==> config.mk <==
export PLATFORM = sky130hd
export DESIGN_NAME = interleaver_pass_sequencer
export DESIGN_NICKNAME = d
export VERILOG_FILES = /design/src/rtl/interleaver_pass_sequencer.sv
export SDC_FILE = /design/constraint.sdc
export NUM_CORES = 1
export LEC_CHECK = 0
export CORE_MARGIN = 2
export CORE_UTILIZATION = 40
export DETAILED_ROUTE_END_ITERATION = 8
export SETUP_SLACK_MARGIN = 0.2
export SYNTH_ARGS = -nofsm -noshare
export SYNTH_HDL_FRONTEND = slang
export SYNTH_SLANG_ARGS = --single-unit
==> constraint.sdc <==
create_clock -name clk -period 2.9 [get_ports clk]
set_clock_uncertainty 0.15 [all_clocks]
set_input_delay 0.58 -clock clk [delete_from_list [all_inputs] [get_ports clk]]
set_output_delay 0.58 -clock clk [all_outputs]
set_load 0.02 [all_outputs]
==> src/rtl/interleaver_pass_sequencer.sv <==
// interleaver_pass_sequencer: walks the {q, offset} counter through 8
// offset passes of one block, with handshake, checker and completion pulse.
//
// Ports:
//   clk, reset        clock, async active-low reset
//   start             block request (IDLE only)
//   block_size_in     0 = small (N=1056), 1 = large (N=6144)
//   abort             synchronous abandon of the current block
//   ready_out         downstream accepts the current address
//   target_reached    from counter wrapper, checked against beat count
//   busy              high outside IDLE
//   block_size        captured block size, to counter wrapper
//   offset            current pass offset, to counter wrapper
//   counter_clear     one-cycle counter clear
//   count_enable      addr_valid & ready_out, to counter wrapper
//   addr_valid        counter output is a valid address this cycle
//   block_done        one-cycle pulse after the final beat
//   seq_error         sticky target_reached mismatch flag
module interleaver_pass_sequencer (
  input  logic       clk,
  input  logic       reset,
  input  logic       start,
  input  logic       block_size_in,
  input  logic       abort,
  input  logic       ready_out,
  input  logic       target_reached,
  output logic       busy,
  output logic       block_size,
  output logic [2:0] offset,
  output logic       counter_clear,
  output logic       count_enable,
  output logic       addr_valid,
  output logic       block_done,
  output logic       seq_error
);

  typedef enum logic [1:0] {
    S_IDLE,
    S_CLEAR,
    S_RUN,
    S_DONE
  } state_t;

  localparam logic [9:0] LAST_SMALL = 10'd131;
  localparam logic [9:0] LAST_LARGE = 10'd767;
  localparam logic [2:0] LAST_OFF   = 3'd7;

  state_t     state_q, state_d;
  logic [9:0] beat_q, beat_d;
  logic [2:0] off_d;
  logic       size_d;
  logic       err_d;

  logic [9:0] last_beat;
  logic       pass_end;
  logic       final_beat;

  assign last_beat  = block_size ? LAST_LARGE : LAST_SMALL;
  assign pass_end   = (beat_q == last_beat);
  assign final_beat = pass_end && (offset == LAST_OFF);

  always_ff @(posedge clk or negedge reset) begin
    if (!reset) begin
      state_q    <= S_IDLE;
      beat_q     <= '0;
      offset     <= '0;
      block_size <= 1'b0;
      seq_error  <= 1'b0;
    end else begin
      state_q    <= state_d;
      beat_q     <= beat_d;
      offset     <= off_d;
      block_size <= size_d;
      seq_error  <= err_d;
    end
  end

  always_comb begin
    state_d       = state_q;
    beat_d        = beat_q;
    off_d         = offset;
    size_d        = block_size;
    err_d         = seq_error;
    busy          = (state_q != S_IDLE);
    counter_clear = 1'b0;
    count_enable  = 1'b0;
    addr_valid    = 1'b0;
    block_done    = 1'b0;

    unique case (state_q)
      S_IDLE: begin
        if (start) begin
          size_d  = block_size_in;
          off_d   = '0;
          err_d   = 1'b0;
          state_d = S_CLEAR;
        end
      end
      S_CLEAR: begin
        counter_clear = 1'b1;
        beat_d        = '0;
        state_d       = S_RUN;
      end
      S_RUN: begin
        addr_valid   = 1'b1;
        count_enable = ready_out;
        if (ready_out) begin
          if (target_reached != final_beat)
            err_d = 1'b1;
          if (!pass_end) begin
            beat_d = beat_q + 10'd1;
          end else if (offset != LAST_OFF) begin
            off_d   = offset + 3'd1;
            state_d = S_CLEAR;
          end else begin
            state_d = S_DONE;
          end
        end
      end
      S_DONE: begin
        block_done = 1'b1;
        state_d    = S_IDLE;
      end
      default: state_d = S_IDLE;
    endcase

    // Abort overrides everything: the beat in flight is dropped, not
    // counted or checked, and the counter is cleared on the way out.
    if (abort && (state_q != S_IDLE)) begin
      state_d       = S_IDLE;
      beat_d        = beat_q;
      off_d         = offset;
      err_d         = seq_error;
      counter_clear = 1'b1;
      count_enable  = 1'b0;
      block_done    = 1'b0;
    end
  end

endmodule

==> results of run 1 <==
## synthesized netlist by cell type (3+ instances only)
cell type / number
inv_1: 4
a211oi_2: 3
a21oi_1: 8
nand2b_1: 3
nand2_1: 13
or3_1: 4
nor3_1: 6
dfrtp_1: 17
ha_1: 3
o21ai_0: 3
nor2_1: 9
## flip-flops by register name (all words and copies together) (netlist names)
signal	count
state_q	2
offset	3
seq_error	1
beat_q	10
block_size	1
## timing repair
item	CTS	global route
resized for setup	1	1
setup endpoints to repair	1	1
buffers inserted	0	0
gates cloned	0	0
## logic make-up after synthesis
group	after synthesis	share of synthesized area
AO/OA/AOI/OAI	24	0.178
XOR/XNOR	3	0.0251
adder cells (fa/ha/maj)	3	0.0358
buffers and inverters	6	0.0358
flip-flops	17	0.406
multiplexers	4	0.0406
AND/OR/NAND/NOR	51	0.278
## placed cells by master, fill, tap and decap left out, types with 3 or more instances in the layout
cell type	Yosys	final
dfrtp_1	17	17
nand2_1	13	13
a21oi_1	8	8
nor3_1	6	6
ha_1	3	3
or3_1	4	4
a211oi_2	3	3
clkbuf_4	0	3
o21ai_0	3	3
inv_1	4	4
clkdlybuf4s50_1	0	14
nor2_1	9	9
nand2b_1	3	3
## worst min-delay path by stage
stage,startpoint,endpoint,slack [ns],depth (start not counted)
6_report,beat_q[0]$_DFFE_PN0P_,beat_q[0]$_DFFE_PN0P_,0.38,1
5_1_grt,beat_q[0]$_DFFE_PN0P_,beat_q[0]$_DFFE_PN0P_,0.40,1
4_1_cts,beat_q[0]$_DFFE_PN0P_,beat_q[0]$_DFFE_PN0P_,0.38,1
3_5_place_dp,beat_q[0]$_DFFE_PN0P_,beat_q[0]$_DFFE_PN0P_,0.37,1
3_3_place_gp,beat_q[0]$_DFFE_PN0P_,beat_q[0]$_DFFE_PN0P_,0.35,1
2_1_floorplan,reset,beat_q[0]$_DFFE_PN0P_,0.13,0
## layout make-up
| class | count | area (sq um) |
|---|---|---|
| Multi-Input combinational cell | 85 | 584 |
| Inverter | 4 | 15.0 |
| Clock buffer | 4 | 26.3 |
| Sequential cell | 17 | 425 |
| Fill cell | 251 | 1220 |
| Tap cell | 30 | 37.5 |
| Timing Repair Buffer | 17 | 169 |
## power groups by stage
stage               registers, mW  logic, mW  clock network, mW
finish                      0.348      0.374              0.132
global route                0.358      0.413              0.149
CTS                         0.348      0.381              0.135
floorplan                   0.346      0.253                  0
global placement            0.350      0.378                  0
detailed placement          0.353      0.377                  0
## routing by layer
layer	global-route usage	wire [microns]	vias up
li1	-	-	429
met1	0.228	1100	412
met2	0.274	998	20
met3	0.0618	100	4
met4	0.0650	30	0
met5	0	0	-
==> reports/qor.txt, run 1 <==
later-pin clock latency in the skew report: 0.30 ns
die width: 55.2 microns
Seq pwr share: 0.408
DR pass1 iterations: 4
IO buf count: 16
Rows: 18
Final Setup Violations: 0
pwr dens: 679 nW/um^2
period utilization: 0.895
GRT Resource Usage Total: 0.177
fin crit period: 2.60 ns
worst-margin pin slew: 0.773 ns
final hold slack: 0.378 ns
HPWL after DPL: 1690 microns
Yosys reg bits: 17
Net Count, Synth: 118
Sink Count: 17
H-tree depth: 1
Leakage: 0.530 nW
Wirelength per Cell: 14.2 microns
Critical Path Sink: block_done
maximum vdd ir drop: 0.577 mV
Rel. slew slack: 0.483
Worst Reg2Reg Path Length in Cells: 5
Die H: 55.2 microns
Num CTS Buffers: 3
final setup TNS: 0 ns
CTS tree: built
Required @ worst endpoint: 2.17 ns
Critical R2R Capture: offset[0]$_DFFE_PN0P_
Worst EP arrival: 1.87 ns
CP endpoint kind: primary output
Max-Cap Viols: 0
critical path's largest stage delay: 0.60 ns
internal reg-to-reg setup slack: 0.94 ns
final hold violation count: 0
ant diodes: 0
max frequency: 385 MHz
Yosys top cell area share: 0.406
IO Count: 17
placed inst area: 1230 sq um
startpoint class of the critical path: primary input
internal power component: 505 uW
Tot Pwr: 854 uW
initial antenna violation count: 0
vias in the first global route: 790
Vias/cell: 5.51
WP buf/inv: 3
layout cells sized above 1: 0.134
1st-iter DRT viols: 11
fin worst setup slack: 0.305 ns
CTS clock-pin slew for the worst setup and hold paths: 0.10 ns
Synth area leader: dfrtp_1
Syn-to-layout area delta: 20.1%
Post-Syn Area per Cell: 9.70 sq um
Final Wtd Congestion: 0.793
sw power: 348 uW
maximum clock path buffer count: 2
Syn Inst Count: 108
RSZ-0062 raised after global routing: false
Critical Path Fanout Max: 8
initial core utilization: 0.423
HP Class: reg -> reg
Post-DRT Antenna Nets: 0
total grt overflow: 0
Crit. Startpoint: abort
Inst Count DP: 153
Critical-path top delay cell: clkdlybuf4s50_1
Finished Layout Cells: 157
Synth Flop Type: dfrtp_1
Cell variety after synth: 37
design area: 1260 sq um
via count: 865
Setup CP Type: in -> out
Util after Layout: 0.508
synthesized area: 1050 sq um
first-pass GRT wire length: 3760 microns
pin count of the biggest net entering global routing: 18
pre-CTS setup slack: 0.161 ns
Crit path depth: 4
fraction of the yosys area taken by sequential cells: 0.406
outcome: finished clean
Comb pwr share: 0.438
Nets: 138
Async SR Flop Fraction: 1.00
delay-heaviest family, CP: buffers and inverters
main area contributors after synthesis: dfrtp_1 41%, nand2_1 4.7%, a21oi_1 3.8%
Synth warnings: 0
Cell Chain, Critical Path: clkdlybuf4s50_1, buf_4, nor2_1, clkdlybuf4s50_1
EDFF count, synth: 0
cell mode on critical path: clkdlybuf4s50_1
switching share of power: 0.408
final wirelength: 2230 microns
core region area: 2480 sq um
root buffer cell: clkbuf_4
# DRC: 0
Clk pwr share: 0.154
Slew Limit Fails: 0
reg2reg start: beat_q[6]$_DFFE_PN0P_
DIE AREA: 3040 sq um
hold buffers post-CTS: 0
Power figures use the tool's default switching activity.
==> inputs of run 2 (changes only) <==
- CTS_CLUSTER_SIZE: unset -> 28
==> results of run 2 <==
Final layout, timing and power as in run 1 (identical DEF).
==> inputs of run 3 (changes only) <==
- CAP_MARGIN: unset -> 10
- PLACE_DENSITY_LB_ADDON: unset -> 0.12
==> run 3 against run 2 <==
Compared with the run above:
- cell area rose by 0.60%
- critical path depth did not move
- sequential power fell by 1%
- critical endpoint unchanged
==> reports/qor.txt, run 3 (synthesis results as in run 1) <==
final wirelength: 2250 microns (+0.76%)
reg2reg start: beat_q[6]$_DFFE_PN0P_
Critical Path Sink: block_done
total grt overflow: 0 (unchanged)
Top reg by flops: beat_q
Critical-path top delay cell: clkdlybuf4s50_1
later-pin clock latency in the skew report: 0.29 ns (about the same)
fin crit period: 2.60 ns (+0.00254 ns)
IO buf count: 16 (unchanged)
most frequent cells in the layout: 17 x dfrtp_1, 14 x clkdlybuf4s50_1, 13 x nand2_1
CTS clock-pin slew for the worst setup and hold paths: 0.10 ns (about the same)
Worst Reg2Reg Path Length in Cells: 5 (unchanged)
Die H: 55.2 microns (unchanged)
critical path's largest stage delay: 0.60 ns (about the same)
RSZ-0062 raised after global routing: false
ant diodes: 0 (unchanged)
final hold violation count: 0 (unchanged)
Required @ worst endpoint: 2.17 ns (about the same)
Setup CP Type: in -> out
root buffer cell: clkbuf_4
core region area: 2480 sq um (unchanged)
internal reg-to-reg setup slack: 0.91 ns (-0.03 ns)
maximum clock path buffer count: 2 (unchanged)
Regs by FF count: beat_q x10, offset x3, state_q x2
Num CTS Buffers: 3 (unchanged)
Sink Count: 17 (unchanged)
cell mode on critical path: clkdlybuf4s50_1
period utilization: 0.896 (about the same)
initial core utilization: 0.423 (unchanged)
outcome: finished clean
1st-iter DRT viols: 13 (+2)
max reg flops: 10 (unchanged)
DR pass1 iterations: 4 (unchanged)
layout cells sized above 1: 0.141 (+0.00677)
Tot Pwr: 857 uW (+0.45%)
final setup TNS: 0 ns (unchanged)
Nets: 139 (+0.72%)
HP Class: reg -> reg
Crit. Startpoint: abort
CP endpoint kind: primary output
maximum vdd ir drop: 0.400 mV (-31%)
Max-Cap Viols: 0 (unchanged)
worst-margin pin slew: 0.781 ns (+0.00806 ns)
Final Setup Violations: 0 (unchanged)
Worst EP arrival: 1.87 ns (about the same)
commonest non-fill, non-tap cell in the layout: dfrtp_1
HPWL after DPL: 1670 microns (-1.4%)
vias in the first global route: 802 (+1.5%)
Vias/cell: 5.51 (about the same)
pwr dens: 678 nW/um^2 (-0.14%)
Leakage: 0.535 nW (+0.95%)
# DRC: 0 (unchanged)
hold path depth: 1 (unchanged)
startpoint class of the critical path: primary input
H-tree depth: 1 (unchanged)
via count: 870 (+0.58%)
Rows: 18 (unchanged)
DIE AREA: 3040 sq um (unchanged)
Rel. slew slack: 0.478 (-0.00539)
pin count of the biggest net entering global routing: 18 (unchanged)
Cell Chain, Critical Path: clkdlybuf4s50_1, buf_4, nor2_1, clkdlybuf4s50_1
design area: 1260 sq um (+0.60%)
postcts setup bufs: 0 (unchanged)
initial antenna violation count: 0 (unchanged)
Slew Limit Fails: 0 (unchanged)
max frequency: 385 MHz (about the same)
Critical R2R Capture: offset[0]$_DFFE_PN0P_
Post-DRT Antenna Nets: 0 (unchanged)
placed inst area: 1240 sq um (+0.61%)
Final Wtd Congestion: 0.751 (-5.3%)
IO Count: 17 (unchanged)
Critical Path Fanout Max: 8 (unchanged)
Wirelength per Cell: 14.2 microns (+0.12%)
die width: 55.2 microns (unchanged)
first-pass GRT wire length: 3740 microns (-0.56%)
Syn-to-layout area delta: 20.8%
CTS tree: built
hold buffers post-CTS: 0 (unchanged)
GRT Resource Usage Total: 0.175 (-0.00177)
==> run 3: cell count changes in the layout (fill, tap and decap cells not counted), sizes merged <==
cell | before | now
buf | 1 | 2
==> run 3: through the flow <==
step	hold WS [ns]	cells	util	setup WS (ns)
finish	0.375	158	0.511	0.302
global route	0.406	158	0.511	0.213
CTS	0.381	158	0.510	0.236
detailed placement	0.361	154	0.499	0.173
global placement	0.353	154	0.499	0.191
floorplan	0.134	108	-	0.843
==> run 3: power breakdown <==
| part | internal [mW] | leakage (nW) | switching (mW) |
|---|---|---|---|
| logic | 0.179 | 0.290 | 0.203 |
| clock network | 0.0536 | 0.0150 | 0.0784 |
| registers | 0.281 | 0.230 | 0.0634 |
| total | 0.513 | 0.535 | 0.345 |
==> run 3: final cells by class <==
cell class,count,area [sq um]
Clock buffer,4,26.3
Fill cell,254,1210
Inverter,4,15.0
Multi-Input combinational cell,85,584
Sequential cell,17,425
Tap cell,30,37.5
Timing Repair Buffer,18,176
==> run 3: how the worst min path moves through the flow <==
stage / from / endpoint
floorplan: reset / beat_q[0]$_DFFE_PN0P_
global placement: beat_q[0]$_DFFE_PN0P_ / beat_q[0]$_DFFE_PN0P_
detailed placement: beat_q[0]$_DFFE_PN0P_ / beat_q[0]$_DFFE_PN0P_
CTS: beat_q[0]$_DFFE_PN0P_ / beat_q[0]$_DFFE_PN0P_
global route: beat_q[0]$_DFFE_PN0P_ / beat_q[0]$_DFFE_PN0P_
finish: beat_q[0]$_DFFE_PN0P_ / beat_q[0]$_DFFE_PN0P_
==> run 3: critical path: cells and delay by family <==
family        cells  cell delay, ns
simple gates      1            0.10
buf+inv           3            1.19
==> run 3: timing repair <==
action | CTS | global route
gates resized for setup | 1 | 1
setup endpoints to repair | 1 | 1
pin swaps | 0 | 0
==> run 3: routing by layer <==
metal	up-vias	routed length, microns	GRT usage
li1	432	-	-
met1	417	1040	0.236
met2	18	1090	0.282
met3	3	103	0.0484
met4	0	8	0.0366
met5	-	0	0
